## config.mk

```make
export PLATFORM = sky130hd
export DESIGN_NAME = spi_rx_buffer
export DESIGN_NICKNAME = d
export VERILOG_FILES = /design/src/rtl/spi_rx_buffer.sv
export SDC_FILE = /design/constraint.sdc
export NUM_CORES = 1
export LEC_CHECK = 0
export ABC_AREA = 1
export CAP_MARGIN = 10
export CORE_MARGIN = 1.5
export CORE_UTILIZATION = 30
export DETAILED_ROUTE_END_ITERATION = 10
export GPL_TIMING_DRIVEN = 0
export PLACE_DENSITY = 0.52
export REMOVE_ABC_BUFFERS = 1
export SLEW_MARGIN = 20
export SYNTH_ARGS = -nofsm -noshare
export SYNTH_HDL_FRONTEND = slang
export SYNTH_SLANG_ARGS = --single-unit
```

## constraint.sdc

```tcl
create_clock -name clk -period 2.8 [get_ports clk]
set_input_delay 0.56 -clock clk [delete_from_list [all_inputs] [get_ports clk]]
set_output_delay 0.56 -clock clk [all_outputs]
set_load 0.005 [all_outputs]
```

## src/rtl/spi_rx_buffer.sv

```systemverilog
// Receive buffer behind an SPI master: captures each byte on the master's done strobe
// into a first-word fall-through FIFO and presents it over valid/ready with a sticky overflow flag.
module spi_rx_buffer #(
  parameter int WIDTH = 8,
  parameter int DEPTH = 8,
  parameter int LVL_W = $clog2(DEPTH + 1)
) (
  input  logic             clk,
  input  logic             rstn,
  input  logic             en,
  input  logic             spi_done,
  input  logic [WIDTH-1:0] spi_data,
  output logic             rx_valid,
  output logic [WIDTH-1:0] rx_data,
  input  logic             rx_ready,
  output logic [LVL_W-1:0] level,
  output logic             full,
  output logic             overflow,
  input  logic             ovf_clr
);

  localparam int PTR_W = $clog2(DEPTH);

  logic [WIDTH-1:0] mem_q [DEPTH];
  logic [PTR_W-1:0] wr_ptr_q, wr_ptr_d;
  logic [PTR_W-1:0] rd_ptr_q, rd_ptr_d;
  logic [LVL_W-1:0] level_q, level_d;
  logic             full_q, full_d;
  logic             valid_q, valid_d;
  logic             ovf_q, ovf_d;
  logic             done_q;

  logic cap, push, pop, drop;

  // Rising-edge detect on the done strobe, so a held level counts once.
  assign cap  = en & spi_done & ~done_q;
  assign pop  = valid_q & rx_ready;
  assign push = cap & (~full_q | pop);
  assign drop = cap & ~push;

  // NOTE: every signal assigned in always_comb gets a default first, so no path leaves it unassigned and no latch is inferred.
  always_comb begin
    wr_ptr_d = wr_ptr_q;
    rd_ptr_d = rd_ptr_q;
    level_d  = level_q + LVL_W'(push) - LVL_W'(pop);
    ovf_d    = ovf_q;
    if (push) wr_ptr_d = wr_ptr_q + PTR_W'(1);
    if (pop)  rd_ptr_d = rd_ptr_q + PTR_W'(1);
    if (drop)         ovf_d = 1'b1;
    else if (ovf_clr) ovf_d = 1'b0;
    full_d  = (level_d == LVL_W'(DEPTH));
    valid_d = (level_d != '0);
  end

  // NOTE: state registers use non-blocking assignments so every flop samples the pre-edge values.
  always_ff @(posedge clk or negedge rstn) begin
    if (!rstn) begin
      wr_ptr_q <= '0;
      rd_ptr_q <= '0;
      level_q  <= '0;
      full_q   <= 1'b0;
      valid_q  <= 1'b0;
      ovf_q    <= 1'b0;
      done_q   <= 1'b0;
    end else begin
      wr_ptr_q <= wr_ptr_d;
      rd_ptr_q <= rd_ptr_d;
      level_q  <= level_d;
      full_q   <= full_d;
      valid_q  <= valid_d;
      ovf_q    <= ovf_d;
      done_q   <= spi_done;
    end
  end

  // NOTE: the storage array is deliberately not reset; the pointers and level define what is valid,
  // and rx_data is masked to zero whenever the FIFO is empty.
  always_ff @(posedge clk) begin
    if (push) mem_q[wr_ptr_q] <= spi_data;
  end

  assign rx_valid = valid_q;
  assign rx_data  = valid_q ? mem_q[rd_ptr_q] : '0;
  assign level    = level_q;
  assign full     = full_q;
  assign overflow = ovf_q;

endmodule

```

==> results of run 1 <==
metal layers:
metal,part of all wire,vias to the layer above,routed length (um)
met4,0.028,0,204
met1,0.46,1084,3320
met2,0.49,35,3580
met3,0.023,18,169
met5,0,-,0
li1,-,1189,-
what timing repair did:
action / in CTS / in global routing
buffers inserted: 1 / 4
endpoints found under the setup margin: 8 / 8
gates resized for setup: 3 / 5
synthesized netlist by cell type (all sizes together):
library cell / number
nand3: 45
xor2: 3
nor2: 24
edfxtp: 64
nor3: 4
fa: 1
buf: 13
o21ai: 2
dfrtp: 14
xnor2: 2
inv: 81
ha: 6
a21oi: 2
nand2: 97
cell type report:
type                       instances  area [um^2]
clock buffer                      11          233
inverter                          81          309
fill                            1105         7160
sequential                        78         2280
timing repair buffer              37          355
tap                              143          179
clock inverter                     5         50.0
multi-input combinational        186          898
worst paths after layout:
check                            start     endpoint  slack (ns)  cells after the start
setup / recovery           rd_ptr_q[1]   rx_data[3]        0.15                      6
hold reg to reg            wr_ptr_q[0]  wr_ptr_q[0]        0.51                      2
max in group asynchronous         rstn  rd_ptr_q[0]        1.71                      1
setup reg to reg              rx_valid     rx_valid        0.38                     13
min in group asynchronous         rstn     level[2]        0.62                      1
hold / removal             wr_ptr_q[0]  wr_ptr_q[0]        0.51                      2
report_power, final:
part	total, W	internal [W]	switching, W
clock network	0.00111	0.000683	0.000424
registers	0.00157	0.00138	0.000192
logic	0.00137	0.000638	0.000732
total	0.00405	0.00270	0.00135
stage by stage:
stage | TNS (ns) | total power [W] | area, um^2 | hold slack [ns]
CTS | 0 | 0.00405 | 4260 | 0.510
finish | 0 | 0.00405 | 4300 | 0.509
global route | 0 | 0.00434 | 4300 | 0.545
detailed placement | -0.521 | 0.00289 | 3950 | 0.497
floorplan | 0 | 0.00229 | 3440 | 0.264
global placement | -15.14 | 0.00286 | 3900 | 0.485
cells in the final DEF, fill, tap and decap left out, types with 3 or more instances in the layout:
master,synthesis,routed
nand2_1,95,94
dfrtp_1,14,11
edfxtp_1,64,64
buf_4,1,8
clkinv_2,0,4
clkdlybuf4s50_1,0,28
nor3_2,0,4
clkbuf_16,0,9
xor2_1,3,3
ha_1,6,6
nor2_1,24,23
nand3_1,45,45
inv_1,79,79
worst max-delay path: stages (launching register included):
cell and delay (ns):
dfrtp_2 0.57, inv_4 0.28, nand3_1 0.11, nand3_1 0.09, nand2_1 0.06, nor2_1 0.12
clkdlybuf4s50_1 0.52
sequential cells by signal (all words and copies together) (netlist names):
| name | cells |
|---|---|
| level | 4 |
| full | 1 |
| rd_ptr_q | 3 |
| done_q | 1 |
| mem_q | 64 |
| overflow | 1 |
| wr_ptr_q | 3 |
| rx_valid | 1 |
kinds of logic (layout without fill, tap and decap cells):
logic type | count (synthesis) | after routing | synth area share
and+or+nand+nor | 170 | 170 | 0.198
xor gates and xnor gates | 5 | 5 | 0.0123
DFF | 78 | 78 | 0.639
adders and majority gates | 7 | 7 | 0.0268
buffers and inverters | 94 | 134 | 0.118
AOI/OAI and AO/OA | 4 | 4 | 0.00563
==> results.sh, run 1 <==
export IMPL_finalWorstPathRequiredPeriod_ns=2.65
export IMPL_critPathRequiredTime_ns=2.24
export IMPL_max_cap_viol_count=0
export IMPL_initial_antenna_violation_count=0
export IMPL_yosys_warnings=0
export IMPL_detail_route_vias_per_cell=4.30
export IMPL_area_growth_syn_to_layout_pct=21.1
export IMPL_maxSlewHeadroom=0.316
export IMPL_final_cell_count_no_fill=541
export IMPL_worst_clock_skew_ns=0.00481
export IMPL_io_pin_count=29
export IMPL_synthDominantAreaCellType="edfxtp_1"
export IMPL_slew_at_the_pin_closest_to_its_max_slew_limit_ns=1.02
export IMPL_totalWireLength_mm=7.28
export IMPL_max_freq_ghz=0.377
export IMPL_flip_flop_and_latch_count_after_synthesis=78
export IMPL_final_nets=414
export IMPL_clk_root_buffer_cell="clkbuf_16"
export IMPL_final_util=0.375
export IMPL_syn_area_per_cell_um2=9.93
export IMPL_initial_utilization=0.310
export IMPL_clock_tree_htree_level_count=3
export IMPL_clock_tree_buffer_depth=2
export IMPL_cts_sinks=78
export IMPL_overflow=0
export IMPL_num_antenna_cells=0
export IMPL_p_leak_nw=1.93
export IMPL_final_hold_vios=0
export IMPL_design_core_area_um2=11500
export IMPL_drc=0
export IMPL_critPathMaxFanout=18
export IMPL_floorplan_die_height_um=112
export IMPL_grt_pass1_wl_mm=11.7
export IMPL_syn_inst=358
export IMPL_crit_type="reg2out"
export IMPL_final_layout_size_suffix_gt1_frac=0.0905
export IMPL_drt_pre_antenna_iters=5
export IMPL_final_setup_violating_endpoints=0
export IMPL_grt_usage=0.126
export IMPL_cts_hold_buffers_added=0
export IMPL_die_area_um2=12500
export IMPL_worst_setup_hold_path_clk_slew_ns=0.06
export IMPL_unrepaired_setup_endpoints_after_global_routing="false"
export IMPL_proportion_of_synthesized_chip_area_in_sequential_cells=0.639
export IMPL_grtUsageMet2=0.209
export IMPL_data_arrival_critical_path_ns=2.09
export IMPL_hpwl_after_detailed_placement_mm=4.37
export IMPL_end_kind="primary output"
export IMPL_pre_cts_slack_ns=-0.271
export IMPL_final_critical_path_setup_slack_ns=0.146
export IMPL_timing_final_crit_share=0.948
export IMPL_worst_hold_path_type="reg2reg"
export IMPL_placedCellCount=520
export IMPL_status="finished clean"
export IMPL_rows=39
export IMPL_avgRoutedWirePerCell_um=13.5
export IMPL_area_of_the_mapped_netlist_um2=3550
export IMPL_irDropWorstVdd_mv=0.460
export IMPL_report_final_slew_viol_count=0
export IMPL_grt_start_max_net_pins=34
export IMPL_gp_routability_congestion=0.724
export IMPL_vias_in_the_first_global_route=2272
export IMPL_gr_max_usage_layer="met2"
export IMPL_power_density_nw_per_um2=940
export IMPL_post_synth_main_area_contributors="edfxtp_1 (54%), nand2_1 (10%), dfrtp_1 (9.9%)"
export IMPL_critical_path_startpoint_type="flop"
export IMPL_chip_width_um=112
export IMPL_netlist_area_leader_share=0.541
export IMPL_synth_cell_types=19
export IMPL_vias=2326
export IMPL_tritoncts_clock_tree="yes"
export IMPL_groute_layer_met3_usage=0.0196
export IMPL_use_met1=0.156
export IMPL_place_port_buffers=28
export IMPL_drt_antenna_violating_nets=0
export IMPL_drtIter0Drc=119
export IMPL_clk_insertion_delay_late_ns=0.33
export IMPL_cts_buffers_inserted=9
Power figures use the tool's default switching activity.
==> inputs of run 2 (changes only) <==
--- a/config.mk
+++ b/config.mk
@@ -12,7 +12,6 @@
 export DETAILED_ROUTE_END_ITERATION = 10
 export GPL_TIMING_DRIVEN = 0
 export PLACE_DENSITY = 0.52
-export REMOVE_ABC_BUFFERS = 1
 export SLEW_MARGIN = 20
 export SYNTH_ARGS = -nofsm -noshare
 export SYNTH_HDL_FRONTEND = slang
==> run 2 against run 1 <==
Effect of this change:
- hold slack got worse by 0.0084 ns
- count of clock-buffer cells in the layout is the same
- routed wire length rose by 1.1%
- setup slack worse by 0.0018 ns
- flip-flop and latch count stayed put
- clock skew increased by 0.0011 ns
- clock power rose by 17%
- highest routed layer unchanged
==> results.sh, run 2 (synthesized netlist as in run 1, its figures left out) <==
export IMPL_io_pin_count=29
export IMPL_pwr_share_comb=0.369
export IMPL_r2r_slack_ns=0.50
export IMPL_power_share_switching=0.324
export IMPL_design_core_area_um2=11500
export IMPL_report_final_slew_viol_count=0
export IMPL_cts_buffers_inserted=9
export IMPL_status="finished clean"
export IMPL_initial_antenna_violation_count=0
export IMPL_worst_r2r_cell_count=14
export IMPL_vias=2364
export IMPL_clk_root_buffer_cell="clkbuf_16"
export IMPL_final_nets=418
export IMPL_grt_pass1_wl_mm=12.1
export IMPL_detail_route_vias_per_cell=4.34
export IMPL_critical_path_cell_chain="buf_6 -> inv_4 -> buf_6 -> nand3_1 -> nand3_1 -> nand2_1 -> nor2_1 -> clkdlybuf4s50_1"
export IMPL_critical_path_slowest_cell="clkdlybuf4s50_1"
export IMPL_hold_start="wr_ptr_q[0]"
export IMPL_clock_tree_buffer_depth=2
export IMPL_vias_in_the_first_global_route=2298
export IMPL_fin_total_pwr_w=0.00435
export IMPL_critPathRequiredTime_ns=2.24
export IMPL_grt_usage=0.129
export IMPL_drt_pre_antenna_iters=4
export IMPL_irDropWorstVdd_mv=0.483
export IMPL_overflow=0
export IMPL_r2r_start="rx_valid"
export IMPL_most_common_library_cell_in_the_layout_ignoring_fill_and_taps="nand2_1"
export IMPL_clk_insertion_delay_late_ns=0.33
export IMPL_grt_start_max_net_pins=15
export IMPL_worst_clock_skew_ns=0.00591
export IMPL_final_setup_violating_endpoints=0
export IMPL_critPathMaxFanout=10
export IMPL_initial_utilization=0.310
export IMPL_drtIter0Drc=105
export IMPL_max_freq_ghz=0.377
export IMPL_critical_path_max_stage_delay_ns=0.54
export IMPL_worst_hold_path_type="reg2reg"
export IMPL_power_density_nw_per_um2=994
export IMPL_end_kind="primary output"
export IMPL_final_hold_vios=0
export IMPL_rows=39
export IMPL_cts_sinks=78
export IMPL_unrepaired_setup_endpoints_after_global_routing="false"
export IMPL_internal_power_w=0.00294
export IMPL_pre_cts_slack_ns=-0.236
export IMPL_finalWorstPathRequiredPeriod_ns=2.66
export IMPL_synth_net_count=379
export IMPL_gp_routability_congestion=0.769
export IMPL_final_util=0.381
export IMPL_area_growth_syn_to_layout_pct=23.1
export IMPL_worstReg2RegEnd="rx_valid"
export IMPL_place_port_buffers=28
export IMPL_critical_path_startpoint_type="flop"
export IMPL_totalWireLength_mm=7.36
export IMPL_power_net_switching_w=0.00141
export IMPL_p_leak_nw=1.97
export IMPL_tritoncts_clock_tree="yes"
export IMPL_final_cell_mix="nand2_1 (95), inv_1 (79), edfxtp_1 (64)"
export IMPL_die_area_um2=12500
export IMPL_floorplan_die_height_um=112
export IMPL_drt_antenna_violating_nets=0
export IMPL_maxSlewHeadroom=0.450
export IMPL_drc=0
export IMPL_final_layout_size_suffix_gt1_frac=0.0846
export IMPL_largest_reg_flops=64
export IMPL_largest_register="mem_q"
export IMPL_share_clk_of_total_power=0.300
export IMPL_fillers=1136
export IMPL_crit_type="reg2out"
export IMPL_seqPwrFrac=0.330
export IMPL_hpwl_after_detailed_placement_mm=5.12
export IMPL_max_cap_viol_count=0
export IMPL_cts_hold_buffers_added=0
export IMPL_slew_at_the_pin_closest_to_its_max_slew_limit_ns=0.822
export IMPL_timing_final_crit_share=0.948
export IMPL_num_antenna_cells=0
export IMPL_data_arrival_critical_path_ns=2.10
export IMPL_clock_tree_htree_level_count=3
export IMPL_worst_setup_hold_path_clk_slew_ns=0.06
export IMPL_avgRoutedWirePerCell_um=13.5
export IMPL_min_to="wr_ptr_q[0]"
export IMPL_chip_width_um=112
export IMPL_final_critical_path_setup_slack_ns=0.145
export IMPL_min_delay_path_depth=2
[run 2: cell types whose count changed in the layout (fill, tap and decap cells not counted), sizes merged]
cell	change
bufinv	+2
buf	+4
clkinv	-2
[run 2: how the worst max path moves through the flow]
stage | start | end | depth (start not counted)
after global placement | spi_done | rx_valid | 14
after CTS | rd_ptr_q[1] | rx_data[7] | 8
after floorplan | en | rx_valid | 13
after global routing | spi_done | rx_valid | 14
final | rd_ptr_q[1] | rx_data[7] | 8
after detailed placement | spi_done | rx_valid | 14
[run 2: critical path, delay by kind of cell (launching register included)]
kind / cells / cell delay, ns
buffers and inverters: 4 / 0.97
DFF: 1 / 0.39
and+or+nand+nor: 4 / 0.41
[run 2: power groups by stage]
stage               logic [W]  clock network (W)  registers (W)
floorplan            0.000989                  0        0.00145
detailed placement    0.00162                  0        0.00146
CTS                   0.00163            0.00133        0.00144
global route          0.00183            0.00138        0.00145
finish                0.00160            0.00130        0.00144
global placement      0.00160                  0        0.00146
[run 2: stage by stage]
| step | std cells | area (um^2) | setup TNS (ns) | hold WS, ns |
|---|---|---|---|---|
| floorplan | 358 | 3550 | 0 | 0.264 |
| global placement | 529 | 4010 | -3.67 | 0.488 |
| detailed placement | 529 | 4030 | -0.428 | 0.497 |
| CTS | 545 | 4360 | 0 | 0.509 |
| global route | 545 | 4370 | 0 | 0.543 |
| finish | 545 | 4370 | 0 | 0.500 |
[run 2: cell type report]
class,instances,area (um^2),share of cell area
buffer,13,111,0.0255
clock buffer,11,233,0.0532
clock inverter,5,97.6,0.0223
inverter,81,309,0.0707
multi-input combinational,186,891,0.204
sequential,78,2270,0.520
tap,143,179,0.0409
timing repair buffer,28,280,0.0641
[run 2: what timing repair did]
action / in CTS / in global routing
endpoints found under the hold margin: 0 / 0
gates resized for setup: 0 / 3
setup buffers: 0 / 0
setup endpoints to repair: 0 / 5
[run 2: per-layer routing]
layer	vias up	global-route usage	part of all wire
li1	1192	-	-
met1	1115	0.168	0.47
met2	47	0.202	0.47
met3	10	0.0376	0.049
met4	0	0.0506	0.018
met5	-	0	0
